### src/rtl/pipe_hazard_ctrl.sv
// -----------------------------------------------------------------------------
// pipe_hazard_ctrl
//   Pipeline sequencing controller for the five-stage core. It produces the
//   freeze/flush controls for the PC, IF/ID and ID/EX registers, detects RAW
//   hazards between ID and the later stages, and applies branch-taken flushes.
//   A small FSM freezes the whole pipeline while a memory access waits on the
//   SRAM. A watchdog halts the core if the SRAM never answers. Saturating
//   counters collect stall and flush statistics.
//
//   Build option: define HAZARD_FORWARDING_EN when the datapath forwards
//   results. A hazard is then raised only for load-use against EXE. Without
//   it, any pending write in EXE or MEM to a source register stalls ID.
//
// Parameters
//   TIMEOUT  extra wait cycles tolerated for mem_ready_i (1..255)
//   CNT_W    width of the statistics counters
//
// Ports
//   clk, rst          clock; asynchronous active-high reset
//   id_*_i            ID instruction: valid, sources, second-source-used
//   exe_*_i, mem_*_i  destination / write-back info of the EXE and MEM stages
//   branch_taken_i    EXE resolved a taken branch
//   mem_req_i         MEM issues a load/store; mem_ready_i: SRAM done
//   cnt_clr_i         synchronous clear of the statistics counters
//   freeze_pc_o       hold PC and IF/ID
//   flush_ifid_o      clear IF/ID
//   flush_idex_o      bubble into ID/EX
//   freeze_all_o      hold PC and every stage register
//   halted_o          watchdog expired (registered)
//   stall_cnt_o       cycles with any freeze
//   flush_cnt_o       branch flush events
//
// State | meaning
//   RUN      | normal flow; a memory request without ready starts a wait
//   MEM_WAIT | waiting for mem_ready_i; pipeline frozen
//   HALT     | watchdog expired; pipeline frozen until reset
// -----------------------------------------------------------------------------
module pipe_hazard_ctrl #(
  parameter int TIMEOUT = 64,
  parameter int CNT_W   = 16
) (
  input  logic             clk,
  input  logic             rst,
  input  logic             id_valid_i,
  input  logic [3:0]       id_src1_i,
  input  logic [3:0]       id_src2_i,
  input  logic             id_two_src_i,
  input  logic [3:0]       exe_dest_i,
  input  logic             exe_wb_en_i,
  input  logic             exe_mem_r_en_i,
  input  logic [3:0]       mem_dest_i,
  input  logic             mem_wb_en_i,
  input  logic             branch_taken_i,
  input  logic             mem_req_i,
  input  logic             mem_ready_i,
  input  logic             cnt_clr_i,
  output logic             freeze_pc_o,
  output logic             flush_ifid_o,
  output logic             flush_idex_o,
  output logic             freeze_all_o,
  output logic             halted_o,
  output logic [CNT_W-1:0] stall_cnt_o,
  output logic [CNT_W-1:0] flush_cnt_o
);

  typedef enum logic [1:0] {
    RUN      = 2'd0,
    MEM_WAIT = 2'd1,
    HALT     = 2'd2
  } state_t;

  state_t           state_q, state_d;
  logic [7:0]       wait_cnt_q, wait_cnt_d;
  logic [CNT_W-1:0] stall_cnt_q, stall_cnt_d;
  logic [CNT_W-1:0] flush_cnt_q, flush_cnt_d;

  logic hz;
  logic freeze_all;
  logic branch_evt;

  // ---------------------------------------------------------------------------
  // RAW hazard detection
  // ---------------------------------------------------------------------------
`ifdef HAZARD_FORWARDING_EN
  // Forwarding covers ALU results; only a load in EXE cannot be bypassed yet.
  logic exe_is_load;
  logic unused_mem_fields;

  assign exe_is_load = exe_wb_en_i & exe_mem_r_en_i;
  assign hz = id_valid_i & exe_is_load &
              ((id_src1_i == exe_dest_i) |
               (id_two_src_i & (id_src2_i == exe_dest_i)));
  assign unused_mem_fields = ^{mem_dest_i, mem_wb_en_i};
`else
  logic exe_match;
  logic mem_match;
  logic unused_load_flag;

  assign exe_match = exe_wb_en_i &
                     ((id_src1_i == exe_dest_i) |
                      (id_two_src_i & (id_src2_i == exe_dest_i)));
  assign mem_match = mem_wb_en_i &
                     ((id_src1_i == mem_dest_i) |
                      (id_two_src_i & (id_src2_i == mem_dest_i)));
  assign hz = id_valid_i & (exe_match | mem_match);
  assign unused_load_flag = exe_mem_r_en_i;
`endif

  // ---------------------------------------------------------------------------
  // Memory-wait FSM
  // ---------------------------------------------------------------------------
  always_ff @(posedge clk or posedge rst) begin
    if (rst) begin
      state_q    <= RUN;
      wait_cnt_q <= 8'd0;
    end else begin
      state_q    <= state_d;
      wait_cnt_q <= wait_cnt_d;
    end
  end

  always_comb begin
    state_d    = state_q;
    wait_cnt_d = wait_cnt_q;
    unique case (state_q)
      RUN: begin
        if (mem_req_i && !mem_ready_i) begin
          state_d    = MEM_WAIT;
          wait_cnt_d = 8'd1;
        end
      end
      MEM_WAIT: begin
        if (mem_ready_i) begin
          state_d = RUN;
        end else if (wait_cnt_q == 8'(TIMEOUT)) begin
          state_d = HALT;
        end else begin
          wait_cnt_d = wait_cnt_q + 8'd1;
        end
      end
      HALT: begin
        state_d = HALT;
      end
      default: begin
        state_d = RUN;
      end
    endcase
  end

  // The request cycle itself is frozen, and ready releases the freeze in the
  // same cycle so the pipeline advances on that edge.
  assign freeze_all = ((state_q == RUN) & mem_req_i & ~mem_ready_i) |
                      ((state_q == MEM_WAIT) & ~mem_ready_i) |
                      (state_q == HALT);

  // ---------------------------------------------------------------------------
  // Output priority: freeze > branch flush > hazard stall.
  // During a freeze the frozen EXE/ID contents re-present branch and hazard
  // once the freeze releases, so nothing is lost by suppressing them here.
  // ---------------------------------------------------------------------------
  assign branch_evt = ~freeze_all & branch_taken_i;

  always_comb begin
    freeze_pc_o  = 1'b0;
    flush_ifid_o = 1'b0;
    flush_idex_o = 1'b0;
    if (freeze_all) begin
      freeze_pc_o  = 1'b0;
    end else if (branch_taken_i) begin
      flush_ifid_o = 1'b1;
      flush_idex_o = 1'b1;
    end else if (hz) begin
      freeze_pc_o  = 1'b1;
      flush_idex_o = 1'b1;
    end
  end

  assign freeze_all_o = freeze_all;
  assign halted_o     = (state_q == HALT);

  // ---------------------------------------------------------------------------
  // Saturating statistics counters; clear wins over increment.
  // ---------------------------------------------------------------------------
  always_comb begin
    stall_cnt_d = stall_cnt_q;
    flush_cnt_d = flush_cnt_q;
    if (cnt_clr_i) begin
      stall_cnt_d = '0;
      flush_cnt_d = '0;
    end else begin
      if ((freeze_pc_o | freeze_all) && (stall_cnt_q != '1)) begin
        stall_cnt_d = stall_cnt_q + CNT_W'(1);
      end
      if (branch_evt && (flush_cnt_q != '1)) begin
        flush_cnt_d = flush_cnt_q + CNT_W'(1);
      end
    end
  end

  always_ff @(posedge clk or posedge rst) begin
    if (rst) begin
      stall_cnt_q <= '0;
      flush_cnt_q <= '0;
    end else begin
      stall_cnt_q <= stall_cnt_d;
      flush_cnt_q <= flush_cnt_d;
    end
  end

  assign stall_cnt_o = stall_cnt_q;
  assign flush_cnt_o = flush_cnt_q;

endmodule

### config.mk
export PLATFORM = sky130hd
export DESIGN_NAME = pipe_hazard_ctrl
export DESIGN_NICKNAME = d
export VERILOG_FILES = /design/src/rtl/pipe_hazard_ctrl.sv
export SDC_FILE = /design/constraint.sdc
export NUM_CORES = 1
export LEC_CHECK = 0
export BUFFER_PORTS_ARGS = -buffer_cell sky130_fd_sc_hd__buf_2
export CAP_MARGIN = 20
export CELL_PAD_IN_SITES_DETAIL_PLACEMENT = 0
export CELL_PAD_IN_SITES_GLOBAL_PLACEMENT = 1
export CORE_UTILIZATION = 42
export CTS_CLUSTER_SIZE = 16
export DETAILED_ROUTE_END_ITERATION = 12
export PLACE_DENSITY = 0.86
export SETUP_SLACK_MARGIN = 0.05
export SKIP_CTS_REPAIR_TIMING = 1
export SLEW_MARGIN = 15
export SYNTH_ARGS = -nofsm -noshare
export SYNTH_HDL_FRONTEND = slang
export SYNTH_SLANG_ARGS = --single-unit
### constraint.sdc
create_clock -name clk -period 3.4 [get_ports clk]
set_input_delay 0.34 -clock clk [delete_from_list [all_inputs] [get_ports clk]]
set_output_delay 0.34 -clock clk [all_outputs]
set_load 0.02 [all_outputs]
# Word-level counts from Yosys, hierarchy flattened
# Index checks and enable logic that the tools add are counted.
[word_totals]
wordCells = 66
inputBits = 27
regBits = 42
out_inout_bits = 37
[classes]
n_reduce_logical = 10
eq_ne = 13
add_sub_neg = 3
bitwise = 17
muxes = 19
[op_table]
columns = ["op", "count"]
rows = [
  ["$mux W16", 4],
  ["$add A16 B1 Y16 const B", 2],
  ["$ne A16 B16 Y1 const B", 2],
  ["$mux W8", 3],
  ["$eq A4 B4 Y1", 4],
  ["$pmux W8 S2", 1],
  ["$and A1 B1 Y1", 9],
  ["$add A8 B1 Y8 const B", 1],
  ["$eq A8 B7 Y1 const B", 1],
  ["$mux W1", 7],
  ["$mux W2", 3],
  ["$ne A2 B2 Y1 const B", 3],
  ["$or A1 B1 Y1", 6],
  ["$pmux W2 S3", 1],
  ["$reduce_bool A2 Y1", 3],
  ["$reduce_and A4 Y1", 1],
  ["$logic_and A1 B1 Y1", 3],
  ["$ne A3 B3 Y1 const B", 1],
  ["$eq A2 B1 Y1 const B", 1],
  ["$eq A2 B2 Y1 const B", 1],
  ["$logic_not A2 Y1", 1],
  ["$not A1 Y1", 2],
  ["$reduce_and A2 Y1", 1],
  ["$logic_not A1 Y1", 1],
]

# Logic depth before layout (Yosys ltp)
[logic_depth]
depth_word = 13
mapped_depth = 9
depth_no_buf = 8

# Least setup slack after synthesis
# OpenSTA, ideal clock, no wires.
[synth_path]
path_kind = "register to register"
start = "register stall_cnt_q[7], in the netlist stall_cnt_o[7]"
end = "register stall_cnt_q[13], in the netlist stall_cnt_o[13]"
t_arrival_ns = 2.207
t_required_ns = 3.322
period_less_slack_ns = 2.285
path_buffers = 1
slack_ns = 1.115
stages_incl_launch_ff = 9
setup_ns = 0.078
path_cell_list = "dfrtp_1 > and3_1 > and2_4 > and3_4 > and3_4 > a41o_4 > buf_6 > or4_1 > a21oi_1"
[synth_between]
elab_chain_cells = 3
elab_cells_between_ends = 6
cone_classes = "add/sub: 1; eq/ne: 1; mux: 2; reduce/logical: 2"
[synth_rtl]
columns = ["element", "line", "source"]
rows = [
  ["from (decl)", "74", "logic [CNT_W-1:0] stall_cnt_q, stall_cnt_d;"],
  ["from (signal assigned)", "205", "stall_cnt_q <= stall_cnt_d;"],
  ["$add A16 B1 Y16 / $ne A16 B16 Y1 (equally long branches)", "192, 191", ""],
  ["$mux W16 / $logic_and A1 B1 Y1 (equally long branches)", "191", "if ((freeze_pc_o | freeze_all) && (stall_cnt_q != '1)) begin"],
  ["$mux W16 / $reduce_bool A2 Y1 (equally long branches)", "-", ""],
]
# Parallel ways exist; a longest one is shown, timed or not. The select of a mux whose other input is x is not followed.
# A chain may end at the register's enable or synchronous reset.

# Worst setup path after layout
[layout_path]
start = "register state_q[0]"
end = "register flush_cnt_q[13], in the netlist flush_cnt_o[13]"
[layout_between]
elab_chain_cells = 9
elab_cells_between_ends = 12
cone_classes = "eq/ne: 2; bitwise: 7; reduce/logical: 3"
[layout_rtl]
columns = ["element", "line", "source"]
rows = [
  ["from (decl)", "72", "state_t state_q, state_d;"],
  ["from (signal assigned)", "117", "state_q <= state_d;"],
  ["$logic_not A2 Y1", "152", "assign freeze_all = ((state_q == RUN) & mem_req_i & ~mem_ready_i) |"],
  ["$and A1 B1 Y1 (2 in a row)", "152", ""],
  ["$or A1 B1 Y1", "152", ""],
  ["$or A1 B1 Y1 *", "153", "((state_q == MEM_WAIT) & ~mem_ready_i) |"],
  ["$not A1 Y1 *", "161", "assign branch_evt = ~freeze_all & branch_taken_i;"],
  ["$and A1 B1 Y1 *", "161", ""],
  ["$logic_and A1 B1 Y1 *", "194", "if (branch_evt && (flush_cnt_q != '1)) begin"],
  ["$reduce_bool A2 Y1 (no source line) *", "-", ""],
  ["to (signal assigned)", "206", "flush_cnt_q <= flush_cnt_d;"],
  ["to (decl)", "75", "logic [CNT_W-1:0] flush_cnt_q, flush_cnt_d;"],
]
# Mark *: on every way between the ends. The rest lies on a longest branch, timed or not.

==> reports/summary.txt <==
Ys Warns = 0
pwr/cell area = 426 nW/um^2
crit path DAT = 2530 ps
die area = 6230 sq um
final hold slack = -0.809 ps
Peak supply drop = 0.282 mV
Sink Count = 42
Avg Inst Size Synth = 8.91 sq um
clk slew on worst S/H paths = 80 ps
vias in the first global route = 2076
failing checks = hold timing
post-route antenna net violation count = 0
TNS Setup = 0 ps
Pleak = 1.37 nW
initial core utilization = 0.443
worst rel slew slack = 0.571
number of placed I/O pins = 64
first-pass GRT wire length = 9920 microns
Std-Cell Rows = 27
die height = 78.9 microns
most frequent cells in the layout = 62 x buf_2, 42 x dfrtp_1, 31 x nor2_1
CTS tree = yes
final setup fails = 0
Worst Path Max Fanout = 8
Clock Tree Buf Depth = 2
status = complete, but fails checks
Tmin final = 2360 ps
FF-to-FF Start = state_q[0]
CTS buffer count = 5
period utilisation layout = 0.695
die width = 78.9 microns
Synth Register Bits = 42
unrepaired setup endpoints after global routing = false
number of iterations in the first detailed-routing pass = 4
synth unique cells = 40
Setup crit start = state_q[0]
MaxCap Viol Count = 0
post-DP HPWL = 4180 microns
Critical Path Start Type = flop
async set-or-reset flop fraction in the synthesized netlist = 1.00
root buffer cell = clkbuf_8
worst-skew pair later-pin latency = 300 ps
WS Path Type = reg2reg
drt initial violations = 169
# fillers = 554
fmax = 0.423 GHz
diode count = 0
worst clock skew = 12.6 ps
syn nets = 310
wire per inst = 13.8 microns
Worst Hold Class = in2async
sequential cell area fraction in the yosys report = 0.423
GRT Total Usage = 0.202
GR Overflow Total = 0
most common cell after layout, fill and taps aside = buf_2
fin. max-slew vios = 0
# DRC = 0
core area = 5610 sq um
initial antenna violation count = 0
Synth Flop Type = dfrtp_1
nets@finish = 373
dpl ws = 1020 ps
IO buf count = 62
final WL = 5720 microns
Syn Std Cell Area = 2480 sq um
gpl congestion = 0.884
H-tree lvl count = 2
vias per cell = 5.48
Area Overhead vs Synth = 20.1%
Post-synth EDFFs = 0
routed vias = 2273
final number of hold-violating endpoints = 2
largest net degree at the start of global routing = 37
Syn Inst Count = 279
final setup margin = 1040 ps
Crit path required time = 3560 ps
CP endpoint kind = flop
Worst Tran Pin Value = 644 ps
layout cell share with drive strength beyond 1 = 0.245
[per-stage QoR]
step           utilization  cells  area [sq um]  total power (W)  hold slack (ps)
6_report             0.532    415          2990          0.00127           -0.809
5_1_grt              0.532    415          2990          0.00136             12.0
4_1_cts              0.527    414          2960          0.00128              331
3_5_place_dp         0.512    406          2870         0.000959              545
3_3_place_gp         0.512    406          2870         0.000953              534
2_1_floorplan            -    279          2480         0.000842              506
[cell usage after synthesis, drive strengths merged, types with 10 or more instances]
master | n | area (sq um)
a21oi | 21 | 105
or4 | 10 | 75.1
dfrtp | 42 | 1050
nor3 | 11 | 55.1
xor2 | 10 | 87.6
nand2 | 20 | 75.1
xnor2 | 16 | 140
nand4 | 11 | 68.8
nor2 | 31 | 116
o21ai | 12 | 60.1
nand3 | 12 | 60.1
inv | 14 | 52.6
[kinds of logic after synthesis]
family,synth area share
simple gates,0.260
compound gates,0.135
flops,0.423
xor+xnor,0.0916
buf+inv,0.0438
mux,0.0262
fa+ha+maj,0.0201
[critical path, cell delays in order, from the launching register on]
cell      delay (ps)
dfrtp_1          440
nand2b_1         200
o311ai_0         170
buf_4            180
nor2_1           290
nand4_1          370
nor4_1           370
xnor2_1          160
nor2_1            50
[routing by layer]
layer / GRT usage / up-vias / wire (microns)
li1: - / 1128 / -
met1: 0.289 / 1089 / 2740
met2: 0.308 / 49 / 2700
met3: 0.0402 / 7 / 204
met4: 0.0582 / 0 / 74
met5: 0 / - / 0
[layout make-up]
class | instances | area [sq um] | area share
repair buffers | 68 | 375 | 0.126
inverters | 14 | 52.6 | 0.0176
clock inverters | 2 | 13.8 | 0.00461
multi-input cells | 211 | 1330 | 0.446
flip-flops and latches | 42 | 1050 | 0.352
well taps | 72 | 90.1 | 0.0302
clock buffers | 6 | 72.6 | 0.0243
[state kept, by name (all words and copies together) (netlist names)]
register / flops
stall_cnt_o: 16
flush_cnt_o: 16
wait_cnt_q: 8
state_q: 2
[worst paths after layout]
path	end	slack, ps	depth (start not counted)
max in group asynchronous	stall_cnt_o[0]	2780	4
setup / recovery	flush_cnt_o[13]	1040	8
setup reg to reg	flush_cnt_o[13]	1040	8
hold / removal	state_q[1]	-0.8	2
min in group clk	state_q[1]	450	4
hold reg to reg	stall_cnt_o[5]	570	2
[where the power goes]
part	total, W	switching [W]	internal, W
Clock	0.000323	0.000178	0.000145
Sequential	0.000566	0.0000349	0.000532
Combinational	0.000383	0.000249	0.000134
Note: power is estimated with default switching activity, not from simulation.
